<file path="config.mk">
export PLATFORM = sky130hd
export DESIGN_NAME = core_run_ctrl_flat
export DESIGN_NICKNAME = d
export VERILOG_FILES = /design/src/rtl/core_run_ctrl_if.sv /design/src/rtl/core_run_ctrl.sv /design/src/flat_wrapper.sv
export SDC_FILE = /design/constraint.sdc
export NUM_CORES = 1
export LEC_CHECK = 0
export CAP_MARGIN = 20
export CORE_MARGIN = 2
export CORE_UTILIZATION = 48
export CTS_BUF_LIST = sky130_fd_sc_hd__clkbuf_8
export DETAILED_ROUTE_END_ITERATION = 8
export PLACE_DENSITY = 0.83
export SLEW_MARGIN = 20
export SYNTH_ARGS = -nofsm -noshare
export SYNTH_HDL_FRONTEND = slang
export SYNTH_SLANG_ARGS = --single-unit
</file>
<file path="constraint.sdc">
create_clock -name clk -period 3.3 [get_ports clk]
set_input_delay 0.99 -clock clk [delete_from_list [all_inputs] [get_ports clk]]
set_output_delay 0.99 -clock clk [all_outputs]
set_load 0.01 [all_outputs]
</file>
<file path="src/rtl/core_run_ctrl_if.sv">
// Run-control bus between the host/debug side (master) and the sequencer (slave).
// Carries halt/resume requests, the breakpoint compare inputs and the core enable status.
interface core_run_ctrl_if #(
  parameter int PC_W  = 32,
  parameter int CNT_W = 32
);
  logic             resume;
  logic             host_halt;
  logic             sys_halt;
  logic             step_mode;
  logic [CNT_W-1:0] burst_len;
  logic             bp_en;
  logic [PC_W-1:0]  bp_addr;
  logic [PC_W-1:0]  pc;
  logic             en;
  logic             halted;
  logic [2:0]       halt_cause;
  logic [CNT_W-1:0] cycle_cnt;

  modport master (
    output resume, host_halt, sys_halt, step_mode, burst_len, bp_en, bp_addr, pc,
    input  en, halted, halt_cause, cycle_cnt
  );

  modport slave (
    input  resume, host_halt, sys_halt, step_mode, burst_len, bp_en, bp_addr, pc,
    output en, halted, halt_cause, cycle_cnt
  );
endinterface

</file>
<file path="src/rtl/core_run_ctrl.sv">
// Run-control sequencer: owns the core-wide clock enable, halts on syscall/breakpoint/host,
// resumes free-running, single-step or N-cycle burst, and counts enabled cycles.
module core_run_ctrl #(
  parameter int PC_W  = 32,
  parameter int CNT_W = 32
) (
  input  logic             clk,
  input  logic             rst,
  core_run_ctrl_if.slave   bus
);

  typedef enum logic [1:0] {
    S_RUN    = 2'd0,
    S_STEP   = 2'd1,
    S_BURST  = 2'd2,
    S_HALTED = 2'd3
  } state_t;

  localparam logic [CNT_W-1:0] CNT_ONE = CNT_W'(1);

  localparam logic [2:0] CAUSE_RUN  = 3'd0;
  localparam logic [2:0] CAUSE_SYS  = 3'd1;
  localparam logic [2:0] CAUSE_BP   = 3'd2;
  localparam logic [2:0] CAUSE_HOST = 3'd3;
  localparam logic [2:0] CAUSE_DONE = 3'd4;

  state_t           r_state;
  logic             r_en;
  logic [2:0]       r_cause;
  logic [CNT_W-1:0] r_cycle_cnt;
  logic [CNT_W-1:0] r_burst_cnt;
  logic             r_resume_q;
  logic             r_bp_skip;

  logic w_rise;
  logic w_bp_hit;
  logic w_run_done;

  assign w_rise     = bus.resume & ~r_resume_q;
  assign w_bp_hit   = bus.bp_en & (bus.pc == bus.bp_addr) & ~r_bp_skip;
  // Step always ends after its single cycle; a burst ends on the cycle its counter reads 1.
  assign w_run_done = (r_state == S_STEP) || ((r_state == S_BURST) && (r_burst_cnt == CNT_ONE));

  always_ff @(posedge clk) begin
    if (rst) begin
      r_state     <= S_RUN;
      r_en        <= 1'b1;
      r_cause     <= CAUSE_RUN;
      r_cycle_cnt <= '0;
      r_burst_cnt <= '0;
      r_resume_q  <= 1'b0;
      r_bp_skip   <= 1'b0;
    end else begin
      r_resume_q <= bus.resume;
      if (r_en) begin
        r_cycle_cnt <= r_cycle_cnt + CNT_ONE;
        r_bp_skip   <= 1'b0;
        if (r_state == S_BURST) r_burst_cnt <= r_burst_cnt - CNT_ONE;
        if (bus.sys_halt) begin
          r_state <= S_HALTED;
          r_en    <= 1'b0;
          r_cause <= CAUSE_SYS;
        end else if (w_bp_hit) begin
          r_state <= S_HALTED;
          r_en    <= 1'b0;
          r_cause <= CAUSE_BP;
        end else if (bus.host_halt) begin
          r_state <= S_HALTED;
          r_en    <= 1'b0;
          r_cause <= CAUSE_HOST;
        end else if (w_run_done) begin
          r_state <= S_HALTED;
          r_en    <= 1'b0;
          r_cause <= CAUSE_DONE;
        end
      end else if (w_rise) begin
        // bp_skip lets the instruction sitting on the breakpoint execute once.
        r_en      <= 1'b1;
        r_cause   <= CAUSE_RUN;
        r_bp_skip <= 1'b1;
        if (bus.step_mode) begin
          r_state <= S_STEP;
        end else if (bus.burst_len != '0) begin
          r_state     <= S_BURST;
          r_burst_cnt <= bus.burst_len;
        end else begin
          r_state <= S_RUN;
        end
      end
    end
  end

  assign bus.en         = r_en;
  assign bus.halted     = ~r_en;
  assign bus.halt_cause = r_cause;
  assign bus.cycle_cnt  = r_cycle_cnt;

endmodule

</file>
<file path="src/flat_wrapper.sv">
// flat-port wrapper written by rule: the top's interface ports become plain ports
module core_run_ctrl_flat 
#(
  parameter int PC_W  = 32,
  parameter int CNT_W = 32
)
  (clk, rst, bus_resume, bus_host_halt, bus_sys_halt, bus_step_mode, bus_burst_len, bus_bp_en, bus_bp_addr, bus_pc, bus_en, bus_halted, bus_halt_cause, bus_cycle_cnt);
  core_run_ctrl_if #(.PC_W(PC_W), .CNT_W(CNT_W)) bus_i ();
  input  logic clk;
  input  logic rst;
  input wire logic [$bits(bus_i.resume)-1:0] bus_resume;
  input wire logic [$bits(bus_i.host_halt)-1:0] bus_host_halt;
  input wire logic [$bits(bus_i.sys_halt)-1:0] bus_sys_halt;
  input wire logic [$bits(bus_i.step_mode)-1:0] bus_step_mode;
  input wire logic [$bits(bus_i.burst_len)-1:0] bus_burst_len;
  input wire logic [$bits(bus_i.bp_en)-1:0] bus_bp_en;
  input wire logic [$bits(bus_i.bp_addr)-1:0] bus_bp_addr;
  input wire logic [$bits(bus_i.pc)-1:0] bus_pc;
  output wire logic [$bits(bus_i.en)-1:0] bus_en;
  output wire logic [$bits(bus_i.halted)-1:0] bus_halted;
  output wire logic [$bits(bus_i.halt_cause)-1:0] bus_halt_cause;
  output wire logic [$bits(bus_i.cycle_cnt)-1:0] bus_cycle_cnt;
  assign bus_i.resume = bus_resume;
  assign bus_i.host_halt = bus_host_halt;
  assign bus_i.sys_halt = bus_sys_halt;
  assign bus_i.step_mode = bus_step_mode;
  assign bus_i.burst_len = bus_burst_len;
  assign bus_i.bp_en = bus_bp_en;
  assign bus_i.bp_addr = bus_bp_addr;
  assign bus_i.pc = bus_pc;
  assign bus_en = bus_i.en;
  assign bus_halted = bus_i.halted;
  assign bus_halt_cause = bus_i.halt_cause;
  assign bus_cycle_cnt = bus_i.cycle_cnt;
  core_run_ctrl #(.PC_W(PC_W), .CNT_W(CNT_W)) u_core (.clk(clk), .rst(rst), .bus(bus_i));
endmodule
</file>
==> key figures <==
Global routing
  • GRT Total Usage: between 20% and 30%
  • Vias in the first global route: 4504
  • Grt peak-use layer: met2
  • First-pass GRT wire length: 21.0 mm
  • Largest net degree at the start of global routing: 41
  • GRT met1 Usage: 32.3%
  • Met2 GRT Util: 46.2%
  • M3 GR Usage: between 5 and 6%
  • Initial antenna violation count: 0
  • GRT overflow: 0

Timing
  • Final Critical Period: 2.89 ns
  • TNS Setup: 0 ns
  • Final slew viol count: 0
  • Period utilisation layout: 87.6%
  • Final-report hold violation count: 0
  • Clock skew after layout: 0.0150 ns
  • RSZ-0062 raised after global routing: false
  • FMAX: about 350 MHz
  • Slew margin rel.: 41.4%
  • Worst-Margin Slew: 0.871 ns
  • Final setup fails: 0

Synthesis
  • Syn Area/Cell: between 7 and 8 um^2
  • Yosys cell types: 54
  • Synthesized area: 4270 um^2
  • Flops & latches, synth: 72
  • Mapped Cells: 549
  • Synth warn: 0
  • Synth area leaders: dfxtp_1 34%, xor2_1 9.4%, nor2_1 6.4%, a21oi_1 4.6%, o21ai_0 4.0%
  • Most used DFF post-synth: dfxtp_1
  • Fraction of registers with async set/reset: 0%
  • Yosys top cell by area: dfxtp_1
  • Number of flops mapped to enable cells by yosys: 0
  • Sequential area share after synthesis: 33.7%
  • Commonest cells in the netlist: 73 x nor2_1, 72 x dfxtp_1, 46 x xor2_1, 42 x nand2_1, 39 x a21oi_1
  • Syn Nets: 655
  • Top cell type's share of synthesized area: between 30% and 40%
  • Most frequent cell after synthesis: nor2_1

Floorplan
  • Starting Density: 49.2%
  • Placement Rows: 34
  • Die Footprint: about 9700 um^2
  • Num ports: 140
  • Die width: 98.3 um
  • Die Y: 98.3 um
  • Core area: approximately 8700 um^2

Setup path
  • Worst path max stage delay: roughly 0.5 ns
  • Setup CP Type: in -> reg
  • Crit path required time: roughly 3.5 ns
  • WP data arrival: 3.12 ns
  • Worst path cell trace: clkdlybuf4s50_1 -> nor4_1 -> nand4_1 -> o21a_1 -> nand2b_1 -> buf_4 -> o21ai_0 -> a21oi_1
  • Worst Path Max Fanout: 9
  • Slowest cell on crit path: nor4_1
  • Startpoint types: primary input
  • Critical Path Sink Type: flip-flop

Place
  • Inst Count DP: between 700 and 800
  • DPL Wire Length: 9.50 mm
  • Routability Congestion: 0.853
  • # port buffers: ~140

Layout
  • Fin cells: 795
  • Layout cells sized above 1: 6.40%
  • Ant. Diodes: 0
  • FILL cells: 687
  • Fin util: 69.2%
  • Area added between synthesis and finish: 40.6%
  • Layout Nets: 788

CTS
  • Post-CTS Setup Inserts: 0
  • Clk Latency, worst-skew pair: 0.36 ns
  • Resize count post-CTS: 0
  • Max H-tree Level: 3
  • Clk sinks: 72
  • TritonCTS clock tree: done
  • CTS Hold Bufs: 0
  • CTS Buffer Depth: 2
  • Root buf cell: clkbuf_8
  • Clk slew on worst S/H paths: about 0.09 ns
  • Cts bufs inserted: 9

Detailed routing
  • DR vias: 4659
  • DR pass1 iterations: 5
  • Average wire per standard cell: 16.0 um
  • Vias per std cell: 5.86
  • 1st-iter DRT viols: 268
  • Detailed Route WL: 12.7 mm
  • Final antenna-violating net count: 0
  • Post-route DRC: 0

Worst hold path
  • HP Class: reg -> reg

Job
  • Max-Cap Viols: 0

Power
  • Internal power: 1840 uW
  • Pwr per Cell Area: 473 nW/um^2
  • Leakage: 0.00221 uW
  • Sw Pwr: roughly 1000 uW
  • Sequential Power Share: 35.5%
  • Peak supply drop: between 0.2 and 0.25 mV
  • Clock share of power: ~28%
  • Switching power share of the total: 35.1%
  • Comb power frac: 36.1%

Run status
  • Run status: finished, final reports clean
## critical path, delay by kind of cell
kind | cells | cell delay, ns
compound gates | 3 | 0.48
simple gates | 3 | 0.93
buf+inv | 2 | 0.71
## registers in the layout, indices dropped and copies added (netlist names)
name,cells
u_core.bus.cycle_cnt,32
u_core.bus.en,1
u_core.bus.halt_cause,3
u_core.r_bp_skip,1
u_core.r_burst_cnt,32
u_core.r_resume_q,1
u_core.r_state,2
## stage by stage
stage          power [uW]  area (um^2)  worst slack [ns]  hold WS [ns]
3_3_place_gp         1990         5780            0.0875         0.466
4_1_cts              2830         6000             0.463         0.498
6_report             2840         6000             0.408         0.497
5_1_grt              3000         6000             0.292         0.521
2_1_floorplan        1690         4270             0.656         0.450
3_5_place_dp         2020         5780            0.0709         0.485
## path summary, 6_finish.rpt
path,from,endpoint,slack [ns],depth (start not counted)
worst max register to register,u_core.r_burst_cnt[2],u_core.r_burst_cnt[29],0.54,6
worst min register to register,u_core.r_burst_cnt[17],u_core.r_burst_cnt[17],0.50,2
worst min-delay path,u_core.r_burst_cnt[17],u_core.r_burst_cnt[17],0.50,2
worst max-delay path,bus_burst_len[26],u_core.r_burst_cnt[19],0.41,8
## placed cells by master, fill, tap and decap left out, types with 4 or more instances in the layout
master	n
buf_4	13
a22oi_1	5
nor2_1	73
mux2_2	4
nor2b_1	13
nor3_1	20
and3_1	6
mux2i_1	4
o31a_1	4
nand4_1	15
a2bb2oi_1	6
nor4_1	26
inv_1	11
xnor2_1	15
dfxtp_1	72
xor2_1	46
a21oi_1	39
nand3_1	15
clkbuf_8	9
a31oi_1	5
o211ai_1	5
o22ai_1	7
o21ai_0	34
or3_1	9
clkdlybuf4s50_1	138
nand2_1	42
## metal layers
layer,wire (um),share of wire [%]
met5,0,0
met4,244,1.9
met3,1040,8.2
met2,6480,51
met1,4980,39
## area by class of cell
cell class	count	area, um^2	share of cell area (%)
Multi-Input combinational cell	436	2680	44.6
Timing Repair Buffer	152	1480	24.7
Sequential cell	72	1440	24.0
Tap cell	108	135	2.25
Clock buffer	9	124	2.06
Clock inverter	7	103	1.71
Inverter	11	41.3	0.688
## power by group through the flow
stage                     Sequential (uW)  Combinational [uW]  Clock (uW)
final                                1010                1020         808
after global routing                 1020                1120         859
after CTS                            1000                1010         815
after detailed placement             1020                1000           0
after global placement               1020                 974           0
after floorplan                      1010                 681           0
## cell families after synthesis
| group | share of synthesized area [%] |
|---|---|
| flops | 33.7 |
| simple gates | 29.9 |
| buf+inv | 3.60 |
| fa+ha+maj | 0.879 |
| xor+xnor | 12.5 |
| compound gates | 17.4 |
| mux | 1.99 |
Power figures use the tool's default switching activity.
